===== config.mk =====
export PLATFORM = sky130hd
export DESIGN_NAME = dht_sensor_reader
export DESIGN_NICKNAME = d
export VERILOG_FILES = /design/src/rtl/dht_pkg.sv /design/src/rtl/sync_2ff.sv /design/src/rtl/dht_sensor_reader.sv
export SDC_FILE = /design/constraint.sdc
export NUM_CORES = 1
export LEC_CHECK = 0
export CAP_MARGIN = 20
export CELL_PAD_IN_SITES_DETAIL_PLACEMENT = 0
export CELL_PAD_IN_SITES_GLOBAL_PLACEMENT = 1
export CORE_ASPECT_RATIO = 0.6
export CORE_MARGIN = 1
export CORE_UTILIZATION = 47
export CTS_BUF_LIST = sky130_fd_sc_hd__clkbuf_4 sky130_fd_sc_hd__clkbuf_8
export CTS_CLUSTER_DIAMETER = 30
export CTS_CLUSTER_SIZE = 25
export DETAILED_ROUTE_END_ITERATION = 12
export GPL_TIMING_DRIVEN = 0
export PLACE_DENSITY_LB_ADDON = 0.1
export SETUP_SLACK_MARGIN = 0.4
export SLEW_MARGIN = 30
export SYNTH_ARGS = -nofsm -noshare
export SYNTH_HDL_FRONTEND = slang
export SYNTH_SLANG_ARGS = --single-unit

===== constraint.sdc =====
create_clock -name clock -period 5.1 [get_ports clock]
set_input_delay 1.02 -clock clock [delete_from_list [all_inputs] [get_ports clock]]
set_output_delay 1.02 -clock clock [all_outputs]
set_load 0.1 [all_outputs]

===== src/rtl/dht_pkg.sv =====
// dht_pkg: shared FSM states, error codes and timing helper for the DHT sensor reader.
package dht_pkg;
  typedef enum logic [3:0] {
    IDLE, START_LOW, RELEASE, RESP_LOW, RESP_HIGH, BIT_LOW, BIT_HIGH, CHECK, FAIL, HOLDOFF
  } state_t;
  localparam logic [2:0] ERR_NONE    = 3'd0;
  localparam logic [2:0] ERR_NO_RESP = 3'd1;
  localparam logic [2:0] ERR_SYNC    = 3'd2;
  localparam logic [2:0] ERR_BIT     = 3'd3;
  localparam logic [2:0] ERR_CSUM    = 3'd4;
  localparam int unsigned DHT22_START_US = 1_000;
  // The synchroniser still shows our own start pulse for a couple of cycles after release.
  localparam int unsigned SETTLE_CYCLES = 3;
  function automatic int unsigned us_to_cycles(input int unsigned clk_hz, input int unsigned us);
    return (clk_hz / 1_000_000) * us;
  endfunction
endpackage


===== src/rtl/sync_2ff.sv =====
// sync_2ff: two-flop synchroniser for the asynchronous sensor line; resets to the idle-high level.
module sync_2ff (
  input  logic clock,
  input  logic reset,
  input  logic d_i,
  output logic q_o
);
  logic meta_q;
  always_ff @(posedge clock) begin
    if (reset) {q_o, meta_q} <= 2'b11;
    else       {q_o, meta_q} <= {meta_q, d_i};
  end
endmodule


===== src/rtl/dht_sensor_reader.sv =====
// dht_sensor_reader: DHT11/DHT22 single-wire reader; start pulse, response sync,
// 40-bit frame capture, checksum verification and a re-read holdoff.
module dht_sensor_reader
  import dht_pkg::*;
#(
  parameter int unsigned CLK_HZ          = 50_000_000,
  parameter int unsigned START_LOW_US    = 18_000,
  parameter int unsigned RESP_TIMEOUT_US = 100,
  parameter int unsigned BIT_THRESH_US   = 40,
  parameter int unsigned BIT_TIMEOUT_US  = 100,
  parameter int unsigned HOLDOFF_MS      = 1_000
) (
  input  logic        clock,
  input  logic        reset,
  input  logic        start,
  input  logic        mode_dht22,
  input  logic        dq_in,
  output logic        dq_oe,
  output logic        busy,
  output logic        data_valid,
  output logic        error,
  output logic [2:0]  err_code,
  output logic [15:0] hum_raw,
  output logic [15:0] temp_raw
);
  localparam int unsigned T_START11 = us_to_cycles(CLK_HZ, START_LOW_US);
  localparam int unsigned T_START22 = us_to_cycles(CLK_HZ, DHT22_START_US);
  localparam int unsigned T_RESP    = us_to_cycles(CLK_HZ, RESP_TIMEOUT_US);
  localparam int unsigned T_THRESH  = us_to_cycles(CLK_HZ, BIT_THRESH_US);
  localparam int unsigned T_BIT     = us_to_cycles(CLK_HZ, BIT_TIMEOUT_US);
  localparam int unsigned T_HOLD    = us_to_cycles(CLK_HZ, HOLDOFF_MS * 1_000);
  localparam int unsigned T_SMAX    = T_START11 > T_START22 ? T_START11 : T_START22;
  localparam int unsigned T_MAX     = T_SMAX > T_HOLD ? T_SMAX : T_HOLD;
  localparam int unsigned CW        = $clog2(T_MAX + 1);

  state_t        state_q;
  logic [CW-1:0] cnt_q, limit;
  logic [5:0]    idx_q;
  logic [39:0]   shift_q;
  logic [7:0]    csum;
  logic [2:0]    err_q;
  logic [15:0]   hum_q, temp_q;
  logic          mode_q, dq_oe_q, busy_q, valid_q, error_q, line, last;

  sync_2ff u_sync (.clock(clock), .reset(reset), .d_i(dq_in), .q_o(line));

  assign limit = (state_q == START_LOW) ? (mode_q ? CW'(T_START22) : CW'(T_START11)) :
                 (state_q == HOLDOFF) ? CW'(T_HOLD) :
                 (state_q inside {RELEASE, RESP_LOW, RESP_HIGH}) ? CW'(T_RESP) : CW'(T_BIT);
  assign last  = cnt_q == limit - 1'b1;
  assign csum  = shift_q[39:32] + shift_q[31:24] + shift_q[23:16] + shift_q[15:8];

  always_ff @(posedge clock) begin
    if (reset) begin
      state_q <= IDLE;
      cnt_q   <= '0;
      idx_q   <= '0;
      shift_q <= '0;
      mode_q  <= 1'b0;
      dq_oe_q <= 1'b0;
      busy_q  <= 1'b0;
      valid_q <= 1'b0;
      error_q <= 1'b0;
      err_q   <= ERR_NONE;
      hum_q   <= '0;
      temp_q  <= '0;
    end else begin
      valid_q <= 1'b0;
      error_q <= 1'b0;
      cnt_q   <= cnt_q + 1'b1;
      case (state_q)
        IDLE: begin
          cnt_q <= '0;
          if (start) begin
            state_q <= START_LOW;
            busy_q  <= 1'b1;
            mode_q  <= mode_dht22;
            dq_oe_q <= 1'b1;
            err_q   <= ERR_NONE;
            idx_q   <= '0;
          end
        end
        START_LOW: if (last) begin
          state_q <= RELEASE;
          cnt_q   <= '0;
          dq_oe_q <= 1'b0;
        end
        RELEASE:
          if (!line && cnt_q >= CW'(SETTLE_CYCLES)) begin state_q <= RESP_LOW; cnt_q <= '0; end
          else if (last) begin state_q <= FAIL; cnt_q <= '0; err_q <= ERR_NO_RESP; end
        RESP_LOW:
          if (line) begin state_q <= RESP_HIGH; cnt_q <= '0; end
          else if (last) begin state_q <= FAIL; cnt_q <= '0; err_q <= ERR_SYNC; end
        RESP_HIGH:
          if (!line) begin state_q <= BIT_LOW; cnt_q <= '0; end
          else if (last) begin state_q <= FAIL; cnt_q <= '0; err_q <= ERR_SYNC; end
        BIT_LOW:
          if (line) begin state_q <= BIT_HIGH; cnt_q <= '0; end
          else if (last) begin state_q <= FAIL; cnt_q <= '0; err_q <= ERR_BIT; end
        // High time seen is cnt_q+1 cycles, so "longer than threshold" is cnt_q >= threshold.
        BIT_HIGH:
          if (!line) begin
            shift_q <= {shift_q[38:0], cnt_q >= CW'(T_THRESH)};
            cnt_q   <= '0;
            idx_q   <= idx_q + 1'b1;
            state_q <= (idx_q == 6'd39) ? CHECK : BIT_LOW;
          end else if (last) begin state_q <= FAIL; cnt_q <= '0; err_q <= ERR_BIT; end
        CHECK: begin
          cnt_q <= '0;
          if (csum == shift_q[7:0]) begin
            state_q <= HOLDOFF;
            valid_q <= 1'b1;
            hum_q   <= shift_q[39:24];
            temp_q  <= shift_q[23:8];
            err_q   <= ERR_NONE;
          end else begin
            state_q <= FAIL;
            err_q   <= ERR_CSUM;
          end
        end
        FAIL: begin
          state_q <= HOLDOFF;
          cnt_q   <= '0;
          error_q <= 1'b1;
          dq_oe_q <= 1'b0;
        end
        HOLDOFF: if (last) begin
          state_q <= IDLE;
          cnt_q   <= '0;
          busy_q  <= 1'b0;
        end
        default: begin
          state_q <= IDLE;
          cnt_q   <= '0;
        end
      endcase
    end
  end

  assign dq_oe      = dq_oe_q;
  assign busy       = busy_q;
  assign data_valid = valid_q;
  assign error      = error_q;
  assign err_code   = err_q;
  assign hum_raw    = hum_q;
  assign temp_raw   = temp_q;
endmodule


## Word-level counts from Yosys, hierarchy flattened

Index checks and enable logic that the tools add are counted.

- $add $sub $neg: 6
- Multipliers: 0
- Divide/modulo/power cells: 0
- Magnitude comparators: 2
- Equal/unequal tests: 22
- Shift-type cells: 0
- Multiplexer cells: 40
- Bitwise logic cells: 2
- Reductions and logical operators: 19

Operators by type and width:

| operator | count |
|---|---|
| $mux W26 | 6 |
| $pmux W26 S4 | 1 |
| $pmux W4 S10 | 1 |
| $mux W4 | 9 |
| $mux W3 | 10 |
| $add A26 B1 Y26 const B | 1 |
| $eq A26 B26 Y1 | 1 |
| $ge A26 B11 Y1 const B | 1 |
| $ge A26 B2 Y1 const B | 1 |
| $sub A26 B1 Y26 const B | 1 |
| $add A8 B8 Y8 | 3 |
| $pmux W3 S7 | 1 |
| $mux W20 | 1 |
| $eq A4 B3 Y1 const B | 4 |
| $ne A2 B2 Y1 const B | 8 |
| $mux W6 | 2 |
| $pmux W6 S2 | 1 |
| $reduce_and A3 Y1 | 4 |
| $eq A4 B2 Y1 const B | 2 |
| $eq A4 B4 Y1 const B | 2 |
| $eq A8 B8 Y1 | 1 |
| $reduce_and A8 Y1 | 1 |
| $reduce_or A2 Y1 | 4 |
| $reduce_bool A7 Y1 | 1 |
| other kinds (15) | 24 |

- Flip-flop bits (word level): 118
- Latch bits: 0
- Memory bits (writable): 0
- ROM bits: 0
- Input port bits: 5
- Output and inout bits: 39
- Word-level logic and storage cells: 105
- Memories: 0

## Longest topological paths before layout

Gate-level depths: netlist of run 1.

- Word-level depth: 8
- Depth in mapped cells: 15
- Gate-level depth less buffers: 13

## By module

Synthesis of run 1 repeated with hierarchy kept, for this count alone.

- Cells, all modules: 668
- Area, all modules: 5751.8 sq um

Modules (own cells, without submodules):

| module | instances | cells each | area each (sq um) | sequential area each (sq um) |
|---|---|---|---|---|
| dht_sensor_reader | 1 | 664 | 5699.2 | 2322.2 |
| sync_2ff | 1 | 4 | 52.6 | 40.0 |

## Worst setup path after synthesis of run 1

OpenSTA, ideal clock, no wires.

- Path type: register to register
- From: register shift_q[9]
- To: register hum_q[4] (netlist: hum_raw[4])
- Library setup time: 0.132 ns
- Arrival time: 3.791 ns
- Data required time: 4.968 ns
- Slack: 1.177 ns
- Stages on the path, launching flop included: 16
- Path buffers: 2
- Clock period less this slack: 3.923 ns
- Cells stage by stage: dfxtp_1 -> fa_1 -> inv_1 -> fa_1 -> inv_1 -> ha_1 -> fa_1 -> a21o_1 -> a21oi_2 -> xnor2_1 -> or4_1 -> or2_1 -> clkbuf_1 -> clkbuf_1 -> o31ai_1 -> a21oi_1

- Longest elaborated chain between the ends: 3

RTL lines:

| element | RTL line | source |
|---|---|---|
| start: declaration | dht_sensor_reader.sv:39 | `logic [39:0] shift_q;` |
| start signal: assignment | dht_sensor_reader.sv:103 | `shift_q <= {shift_q[38:0], cnt_q >= CW'(T_THRESH)};` |
| $add A8 B8 Y8 | dht_sensor_reader.sv:51 | `assign csum = shift_q[39:32] + shift_q[31:24] + shift_q[23:16] + shift_q[15:8];` |
| $eq A8 B8 Y1 | dht_sensor_reader.sv:110 | `if (csum == shift_q[7:0]) begin` |
| $reduce_and A2 Y1 (no line) | n/a |  |
| end signal: assignment | dht_sensor_reader.sv:113 | `hum_q <= shift_q[39:24];` |
| end: declaration | dht_sensor_reader.sv:42 | `logic [15:0] hum_q, temp_q;` |

No other way between the ends.
A chain may end at the register's enable or synchronous reset.

## Worst setup path after layout of run 1

- From: register shift_q[9]
- To: register err_q[2] (netlist: err_code[2])

- Longest elaborated chain between the ends: 4

RTL lines:

| element | RTL line | source |
|---|---|---|
| $add A8 B8 Y8 | dht_sensor_reader.sv:51 |  |
| $eq A8 B8 Y1 | dht_sensor_reader.sv:110 |  |
| $mux W3 | dht_sensor_reader.sv:110 |  |
| $pmux W3 S7 | dht_sensor_reader.sv:71 | `case (state_q)` |
| end signal: assignment | dht_sensor_reader.sv:79 | `err_q <= ERR_NONE;` |
| end signal: assignment | dht_sensor_reader.sv:115 | `err_q <= ERR_NONE;` |
| end signal: assignment | dht_sensor_reader.sv:118 | `err_q <= ERR_CSUM;` |
| end: declaration | dht_sensor_reader.sv:41 | `logic [2:0] err_q;` |

No other way between the ends.

==> run_results.csv, run 1 <==
group,metric,value,unit
yosys,synth_top_area_cell,"dfxtp_1",
power_and_ir_drop,power.leakage,2.45,nW
sta,hold_viol,0,
power_and_ir_drop,power,2.02,mW
yosys,syn_nets,769,
critical_path,crit_chain,"fa_1 -> inv_1 -> fa_1 -> inv_1 -> ha_1 -> fa_1 -> a21o_1 -> a21oi_2 -> xnor2_1 -> or4_1 -> or2_1 -> clkbuf_1 -> clkbuf_1 -> o21ai_1 -> a21oi_1",
global_routing,antenna_found_initial,0,
cts,cts_buffers,17,
sta,finalSetupTns,0,ns
final_layout,fill_cells,1188,
final_layout,area_delta_synth_final,17.1,%
route,post_drt_wl_per_cell,17.7,um
yosys,yosys-top-cells-count,"118 x dfxtp_1, 102 x nand2_1, 86 x a21oi_1, 52 x clkbuf_1, 46 x nor2_1",
floorplanning,die_w,151,um
cts,cts_tree,"yes",
cts,cts_htree_levels,4,
critical_path,cp_common_cell,"fa_1",
sta,finClkSkew,0.0146,ns
placed_design,place_congestion,0.893,
route,finalWirelength,17.4,mm
route,ant_nets,0,
floorplanning,die_h,91.7,um
cts,post_cts.repair.setup_buffers,0,
critical_path,cp.required,5.41,ns
critical_path,slowest_delay,0.60,ns
route,via_per_inst,5.81,
placed_design,hpwl,13.0,mm
route,vias,5713,
sta,maxSlewViolCount,0,
yosys,syn_avg_cell_area,8.51,um^2
outcome,status,"complete, no violations",
critical_path,slowest_stage,"fa_1",
critical_path,worstSetupStartpointType,"flop",
sta,period_share,89.0,%
sta,fin_crit,4.54,ns
global_routing,track_usage,26.3,%
yosys,syn_inst,740,
yosys,synth_ff_type,"dfxtp_1",
route,drt_iter0_markers,524,
yosys,synth_area,6300,um^2
hold_path,hp-class,"flop to flop",
critical_path,crit_arrival,4.85,ns
cts,clock_sinks,118,
placed_design,placed_cells,952,
cts,cts_hold_buffers,0,
yosys,synth.distinct_cells,71,
sta,setup_violations,0,
floorplanning,coreArea,13000,um^2
critical_path,crit_family,"adder cells",
sta,max_slew.worst_pin.slew,1.01,ns
final_layout,multi_input_area,3570,um^2
final_layout,antennaDiodeCount,0,
yosys,yosys_warnings,0,
sta,grt_setup_unrepaired,"true",
global_routing,grt_overflow_total,0,
final_layout,regArea,2360,um^2
placed_design,port_buffers,42,
placed_design,place_area,6940,um^2
floorplanning,rows,32,
critical_path,critPathBufInv,4,
cts,cts.clk_slew.worst_paths,0.08,ns
yosys,synth_top_area_share,37.5,%
final_layout,final_nets,830,
global_routing,grt_pass1_vias,5135,
floorplanning,ios,44,
power_and_ir_drop,powerDensity,274,nW/um^2
placed_design,pre_cts_ws,0.479,ns
power_and_ir_drop,peakVddDrop,148,uV
yosys,synth.most_common_cell,"dfxtp_1",
cts,cts_root_buffer,"clkbuf_8",
critical_path,crit_type,"flop to flop",
route,drc_errors,0,
final_layout,finalNonFillerCells,984,
sta,clock.fmax,220,MHz
yosys,yosys-top-cells-area,"dfxtp_1 38%, a21oi_1 6.8%, nand2_1 6.1%",
sta,relSlewSlack,32.4,%
cts,clkLatencyLatePin,0.45,ns
critical_path,crit_path_end_kind,"flop",
critical_path,worst-path-max-fanout,10,
cts,cts_buffer_depth,2,
sta,whs,0.411,ns
route,first_pass_iters,5,
final_layout,drive_gt1_share,10.8,%
yosys,synth_edf_count,0,
cts,ctsResizeCount,0,
floorplanning,start_util,48.5,%
yosys,synth-seq-cells,118,
global_routing,grt_pass1_wl,27.8,mm
floorplanning,die_area,13900,um^2
yosys,synthArstFlopShare,0,%
final_layout,postLayoutCellArea,7380,um^2
yosys,ys_seq_area_share,37.5,%
job,cap_violations,0,
sta,setup_ws,0.562,ns
global_routing,grt_max_degree,17,
final_layout,final_util,56.9,%
==> kinds of logic (layout without fill, tap and decap cells) <==
group / count (synthesis) / after routing / synth area share (%)
AOI/OAI and AO/OA: 163 / 163 / 15.9
buffers and inverters: 84 / 158 / 6.04
and+or+nand+nor: 297 / 297 / 26.5
DFF: 118 / 118 / 37.5
xor gates and xnor gates: 50 / 50 / 6.95
muxes: 4 / 4 / 0.636
adders and majority gates: 24 / 24 / 6.44
==> per-layer routing <==
metal | GRT usage [%] | up-vias | part of all wire (%)
met5 | 0 | - | 0
li1 | - | 2723 | -
met1 | 43.6 | 2763 | 54
met3 | 6.07 | 19 | 7.0
met4 | 5.67 | 0 | 0.83
met2 | 32.7 | 208 | 38
==> state kept, by name, indices dropped and copies added (netlist names) <==
register,flops
busy,1
cnt_q,26
data_valid,1
dq_oe,1
err_code,3
error,1
hum_raw,16
idx_q,6
mode_q,1
shift_q,40
state_q,4
temp_raw,16
u_sync.meta_q,1
u_sync.q_o,1
==> layout by cell type, fill, tap and decap left out, types with 4 or more instances in the layout <==
cell             count
nand2b_1             4
inv_1               18
and3_1               4
nor3_1               8
a21oi_1             86
xnor2_1             26
clkdlybuf4s50_1     42
nand3_1             17
or2_2                4
a31oi_1              4
ha_1                10
nor4_1              10
nor2_4              18
or4_1                5
buf_2                8
inv_6                4
nand2_1            102
nor2b_1              4
mux2i_1              4
nor2_1              46
o21ai_0             10
nand4_1             39
nor4bb_1             4
fa_1                14
clkbuf_1            50
xor2_1              24
o31ai_1             34
clkbuf_8            19
dfxtp_1            118
==> path summary, 6_finish.rpt <==
path,from,end,slack (ns),cells after the start
setup reg to reg,shift_q[9],err_code[2],0.56,15
hold reg to reg,u_sync.meta_q,u_sync.q_o,0.41,1
hold / removal,u_sync.meta_q,u_sync.q_o,0.41,1
setup / recovery,shift_q[9],err_code[2],0.56,15
==> power breakdown <==
| group | total (mW) | switching [mW] | internal (mW) |
|---|---|---|---|
| Sequential | 0.933 | 0.00497 | 0.928 |
| Clock | 0.943 | 0.427 | 0.516 |
| Combinational | 0.142 | 0.0981 | 0.0441 |
| Total | 2.02 | 0.531 | 1.49 |
==> layout make-up <==
cell class / count / area share, %
buffer: 66 / 4.27
clock buffer: 19 / 3.55
clock inverter: 13 / 2.31
inverter: 18 / 0.916
multi-input combinational: 538 / 48.3
sequential: 118 / 32.0
tap: 170 / 2.88
timing repair buffer: 42 / 5.70
Power figures use the tool's default switching activity.
==> run 2, diff against run 1 <==
--- a/config.mk
+++ b/config.mk
@@ -9,7 +9,7 @@
 export CELL_PAD_IN_SITES_DETAIL_PLACEMENT = 0
 export CELL_PAD_IN_SITES_GLOBAL_PLACEMENT = 1
 export CORE_ASPECT_RATIO = 0.6
-export CORE_MARGIN = 1
+export CORE_MARGIN = 2
 export CORE_UTILIZATION = 47
 export CTS_BUF_LIST = sky130_fd_sc_hd__clkbuf_4 sky130_fd_sc_hd__clkbuf_8
 export CTS_CLUSTER_DIAMETER = 30
==> constraint.sdc (replaced) <==
create_clock -name clock -period 5.1 [get_ports clock]
set_input_delay 1.02 -clock clock [delete_from_list [all_inputs] [get_ports clock]]
set_output_delay 1.02 -clock clock [all_outputs]
set_load 0.01 [all_outputs]
==> run_results.csv, run 2 (synthesis results as in run 1) <==
group,metric,value,unit
outcome,status,"complete, no violations",
critical_path,crit_path_end_kind,"flop",
floorplanning,coreArea,13000,um^2
route,drc_errors,0,
sta,clock.fmax,224,MHz
cts,cts_tree,"yes",
hold_path,worst_hold_path.endpoint,"u_sync.q_o",
floorplanning,start_util,48.5,%
cts,clock_sinks,118,
route,drt_iter0_markers,486,
power_and_ir_drop,peakVddDrop,152,uV
critical_path,crit_type,"flop to flop",
critical_path,worst-path-max-fanout,10,
critical_path,cp_common_cell,"fa_1",
final_layout,final_nets,830,
route,first_pass_iters,5,
route,finalWirelength,17.6,mm
cts,ctsResizeCount,0,
floorplanning,die_area,14400,um^2
critical_path,cp.required,5.40,ns
placed_design,place_area,6940,um^2
cts,cts_buffers,17,
sta,hold_viol,0,
sta,maxSlewViolCount,0,
critical_path,rr_worst_depth,15,
floorplanning,die_w,153,um
hold_path,min_path_cells,1,
critical_path,slowest_stage,"fa_1",
final_layout,postLayoutCellArea,7370,um^2
sta,fin_crit,4.46,ns
cts,cts_root_buffer,"clkbuf_8",
sta,grt_setup_unrepaired,"true",
placed_design,hpwl,13.1,mm
placed_design,port_buffers,42,
critical_path,r2r-start,"shift_q[9]",
cts,post_cts.repair.setup_buffers,0,
sta,max_slew.worst_pin.slew,0.993,ns
critical_path,crit_chain,"fa_1 -> inv_1 -> fa_1 -> inv_1 -> ha_1 -> fa_1 -> a21o_1 -> a21oi_2 -> xnor2_1 -> or4_1 -> or2_1 -> clkbuf_1 -> clkbuf_2 -> o21ai_1 -> a21oi_1",
final_layout,final_cell_mix,"118 x dfxtp_1, 102 x nand2_1, 86 x a21oi_1",
route,ant_nets,0,
floorplanning,rows,32,
job,cap_violations,0,
final_layout,regMostFlops,"shift_q",
hold_path,hp-start,"u_sync.meta_q",
final_layout,largest_reg_flops,40,
cts,cts_buffer_depth,2,
sta,relSlewSlack,33.2,%
critical_path,slowest_delay,0.60,ns
sta,finalSetupTns,0,ns
final_layout,antennaDiodeCount,0,
cts,cts_hold_buffers,0,
critical_path,critPathBufInv,4,
cts,cts.clk_slew.worst_paths,0.07,ns
power_and_ir_drop,power,2.00,mW
floorplanning,ios,44,
final_layout,area_delta_synth_final,17.1,%
global_routing,track_usage,25.6,%
placed_design,place_congestion,0.911,
hold_path,hp-class,"flop to flop",
cts,clkLatencyLatePin,0.44,ns
floorplanning,die_h,93.7,um
route,via_per_inst,5.79,
global_routing,grt_overflow_total,0,
cts,cts_htree_levels,4,
sta,setup_violations,0,
global_routing,grt_pass1_vias,5308,
critical_path,cp.depth,15,
critical_path,reg2reg_to,"err_code[2]",
power_and_ir_drop,power.leakage,2.46,nW
final_layout,drive_gt1_share,11.1,%
sta,period_share,87.5,%
route,post_drt_wl_per_cell,17.9,um
global_routing,grt_pass1_wl,28.8,mm
final_layout,reg.largest.list,"shift_q x40, cnt_q x26",
final_layout,final_common_cell,"dfxtp_1",
global_routing,grt_max_degree,17,
sta,finClkSkew,0.0114,ns
route,vias,5697,
critical_path,worstSetupStartpointType,"flop",
critical_path,crit_family,"adder cells",
sta,whs,0.449,ns
global_routing,antenna_found_initial,0,
critical_path,r2r_slack,0.64,ns
power_and_ir_drop,powerDensity,272,nW/um^2
critical_path,crit_arrival,4.76,ns
final_layout,final_util,56.8,%
[run 2: cell count changes in the layout (fill, tap and decap cells not counted), sizes merged]
cell / previous run / this run
inv: 22 / 21
clkinv: 3 / 4
[run 2: power by group]
part | switching, mW | total (mW) | leakage [nW] | internal, mW
registers | 0.00536 | 0.934 | 0.952 | 0.928
logic | 0.0825 | 0.127 | 1.30 | 0.0442
clock network | 0.427 | 0.943 | 0.209 | 0.515
total | 0.515 | 2.00 | 2.46 | 1.49
[run 2: final cells by class]
type | count | area, um^2
buffer | 66 | 318
clock buffer | 19 | 262
clock inverter | 13 | 170
fill | 1216 | 5600
inverter | 18 | 67.6
multi-input combinational | 538 | 3560
sequential | 118 | 2360
tap | 170 | 213
timing repair buffer | 42 | 420
[run 2: worst max-delay path by stage]
stage / startpoint / endpoint / slack [ns]
after floorplan: shift_q[9] / hum_raw[4] / 1.18
after global placement: shift_q[9] / err_code[2] / 0.56
after detailed placement: shift_q[9] / err_code[2] / 0.50
after CTS: shift_q[9] / err_code[2] / 0.49
after global routing: shift_q[9] / temp_raw[6] / 0.40
final: shift_q[9] / err_code[2] / 0.64
[run 2: routing by layer]
| layer | up-vias | wire (um) | GRT usage [%] |
|---|---|---|---|
| li1 | 2731 | - | - |
| met1 | 2761 | 9510 | 41.3 |
| met2 | 191 | 6660 | 33.3 |
| met3 | 14 | 1220 | 6.13 |
| met4 | 0 | 194 | 5.66 |
| met5 | - | 0 | 0 |
[run 2: metrics by stage]
step                setup slack, ns  cells
floorplan                      1.18    740
global placement              0.564    952
detailed placement            0.503    952
CTS                           0.493    984
global route                  0.397    984
finish                        0.639    984
==> run 3, diff against run 2 <==
--- a/config.mk
+++ b/config.mk
@@ -10,7 +10,7 @@
 export CELL_PAD_IN_SITES_GLOBAL_PLACEMENT = 1
 export CORE_ASPECT_RATIO = 0.6
 export CORE_MARGIN = 2
-export CORE_UTILIZATION = 47
+export CORE_UTILIZATION = 46
 export CTS_BUF_LIST = sky130_fd_sc_hd__clkbuf_4 sky130_fd_sc_hd__clkbuf_8
 export CTS_CLUSTER_DIAMETER = 30
 export CTS_CLUSTER_SIZE = 25
@@ -21,4 +21,5 @@
 export SLEW_MARGIN = 30
 export SYNTH_ARGS = -nofsm -noshare
 export SYNTH_HDL_FRONTEND = slang
+export SYNTH_HIERARCHICAL = 1
 export SYNTH_SLANG_ARGS = --single-unit
==> run_results.csv, run 3 <==
group,metric,value,unit
yosys,yosys-top-cells-count,"118 x dfxtp_1, 104 x nand2_1, 94 x nor2_1, 54 x a21oi_1, 36 x mux2i_1",
cts,cts_tree,"yes",
yosys,synthArstFlopShare,0,%
cts,ctsResizeCount,0,
final_layout,drive_gt1_share,7.00,%
sta,period_share,83.3,%
final_layout,final_nets,759,
outcome,status,"complete, no violations",
floorplanning,coreArea,12100,um^2
critical_path,worstSetupStartpointType,"flop",
route,finalWirelength,15.1,mm
yosys,synth.distinct_cells,55,
final_layout,area_delta_synth_final,18.2,%
route,first_pass_iters,6,
critical_path,r2r_slack,0.85,ns
cts,cts_buffer_depth,2,
global_routing,grt_pass1_vias,4596,
power_and_ir_drop,power,1.92,mW
sta,fin_crit,4.25,ns
critical_path,crit_type,"flop to flop",
hold_path,hp-class,"flop to flop",
yosys,synth_top_area_cell,"dfxtp_1",
floorplanning,die_h,90.6,um
job,cap_violations,0,
sta,setup_violations,0,
cts,cts_htree_levels,4,
sta,max_slew.worst_pin.slew,0.705,ns
placed_design,place_congestion,0.898,
final_layout,reg.largest.list,"shift_q x40, cnt_q x26",
cts,cts_hold_buffers,0,
final_layout,largest_reg_flops,40,
yosys,yosys-top-cells-area,"dfxtp_1 41%, nand2_1 6.8%, mux2i_1 6.3%",
route,drt-met1-wl,8.23,mm
cts,cts_buffers,17,
floorplanning,ios,44,
route,ant_nets,0,
yosys,synth_area,5750,um^2
sta,hold_viol,0,
yosys,ys_seq_area_share,41.1,%
critical_path,cp.required,5.39,ns
global_routing,grt_max_degree,17,
sta,grt_setup_unrepaired,"false",
sta,relSlewSlack,52.7,%
global_routing,grt_pass1_wl,24.7,mm
yosys,syn_nets,697,
power_and_ir_drop,power.leakage,2.36,nW
floorplanning,die_area,13400,um^2
global_routing,grt_overflow_total,0,
yosys,synth.most_common_cell,"dfxtp_1",
yosys,yosys_warnings,6,
placed_design,placed_cells,876,
yosys,syn_avg_cell_area,8.61,um^2
critical_path,crit_arrival,4.54,ns
final_layout,final_cell_mix,"118 x dfxtp_1, 104 x nand2_1, 94 x nor2_1",
final_layout,finalNonFillerCells,908,
final_layout,regMostFlops,"shift_q",
critical_path,crit_path_end_kind,"flop",
route,via_per_inst,5.37,
floorplanning,start_util,47.4,%
route,wl_met2,5.43,mm
route,vias,4879,
route,maxUsedRoutingLayer,"met4",
sta,whs,0.430,ns
cts,cts_root_buffer,"clkbuf_8",
cts,clkLatencyLatePin,0.42,ns
route,drt_iter0_markers,460,
yosys,syn_inst,668,
cts,cts.clk_slew.worst_paths,0.08,ns
yosys,synth_top_area_share,41.1,%
sta,maxSlewViolCount,0,
cts,post_cts.repair.setup_buffers,0,
sta,finClkSkew,0.0103,ns
route,wl_met3,1.43,mm
yosys,synth_ff_type,"dfxtp_1",
cts,clock_sinks,118,
power_and_ir_drop,peakVddDrop,181,uV
power_and_ir_drop,powerDensity,282,nW/um^2
placed_design,port_buffers,43,
final_layout,antennaDiodeCount,0,
placed_design,hpwl,11.4,mm
yosys,synth_edf_count,0,
floorplanning,die_w,148,um
critical_path,worst-path-max-fanout,10,
sta,clock.fmax,235,MHz
floorplanning,rows,31,
route,post_drt_wl_per_cell,16.7,um
global_routing,antenna_found_initial,0,
route,drc_errors,0,
yosys,synth-seq-cells,118,
sta,finalSetupTns,0,ns
final_layout,final_util,56.0,%
final_layout,final_common_cell,"dfxtp_1",
global_routing,track_usage,23.7,%
[run 3: worst paths after layout]
path,end,cells after the start,start
worst max-delay path,temp_raw[12],14,shift_q[9]
worst min register to register,u_sync/q_o,1,u_sync/meta_q
worst min-delay path,u_sync/q_o,1,u_sync/meta_q
worst max register to register,temp_raw[12],14,shift_q[9]
[run 3: metrics by stage]
| stage | setup WS [ns] | area (um^2) |
|---|---|---|
| finish | 0.853 | 6800 |
| global route | 0.511 | 6800 |
| CTS | 0.855 | 6800 |
| detailed placement | 0.882 | 6390 |
| global placement | 0.887 | 6390 |
| floorplan | 1.41 | 5750 |
[run 3: worst max-delay path: stages, from the launching register on]
cell and delay, ns:
dfxtp_1 0.38, fa_1 0.57, inv_1 0.06, fa_1 0.49, inv_1 0.04, ha_1 0.21
fa_1 0.41, xnor2_1 0.21, xnor2_1 0.09, nor4_1 0.20, nand3_1 0.21, nor4_4 0.69
buf_6 0.27, mux2i_1 0.20, nor2_1 0.06
[run 3: logic make-up after synthesis]
kind of cell | after synthesis | synth area share (%)
AOI/OAI and AO/OA | 94 | 10.2
xor gates and xnor gates | 51 | 7.77
adders and majority gates | 24 | 7.05
buffers and inverters | 57 | 4.68
DFF | 118 | 41.1
muxes | 36 | 6.27
and+or+nand+nor | 288 | 23.0
[run 3: area by class of cell]
class,count,area (um^2)
fill,1139,5340
multi-input combinational,493,3130
sequential,118,2360
timing repair buffer,43,430
clock buffer,17,234
buffer,41,209
tap,165,206
clock inverter,15,169
inverter,16,60.1
[run 3: power by group]
group	switching [mW]	internal, mW	leakage (nW)	total [mW]
combinational	0.0712	0.0442	1.21	0.115
sequential	0.00561	0.927	0.952	0.933
clock	0.423	0.447	0.201	0.870
[run 3: layer usage]
metal,vias to the layer above,global-route usage (%)
li1,2402,-
met1,2292,38.6
met2,181,29.6
met3,4,7.93
met4,0,4.21
met5,-,0
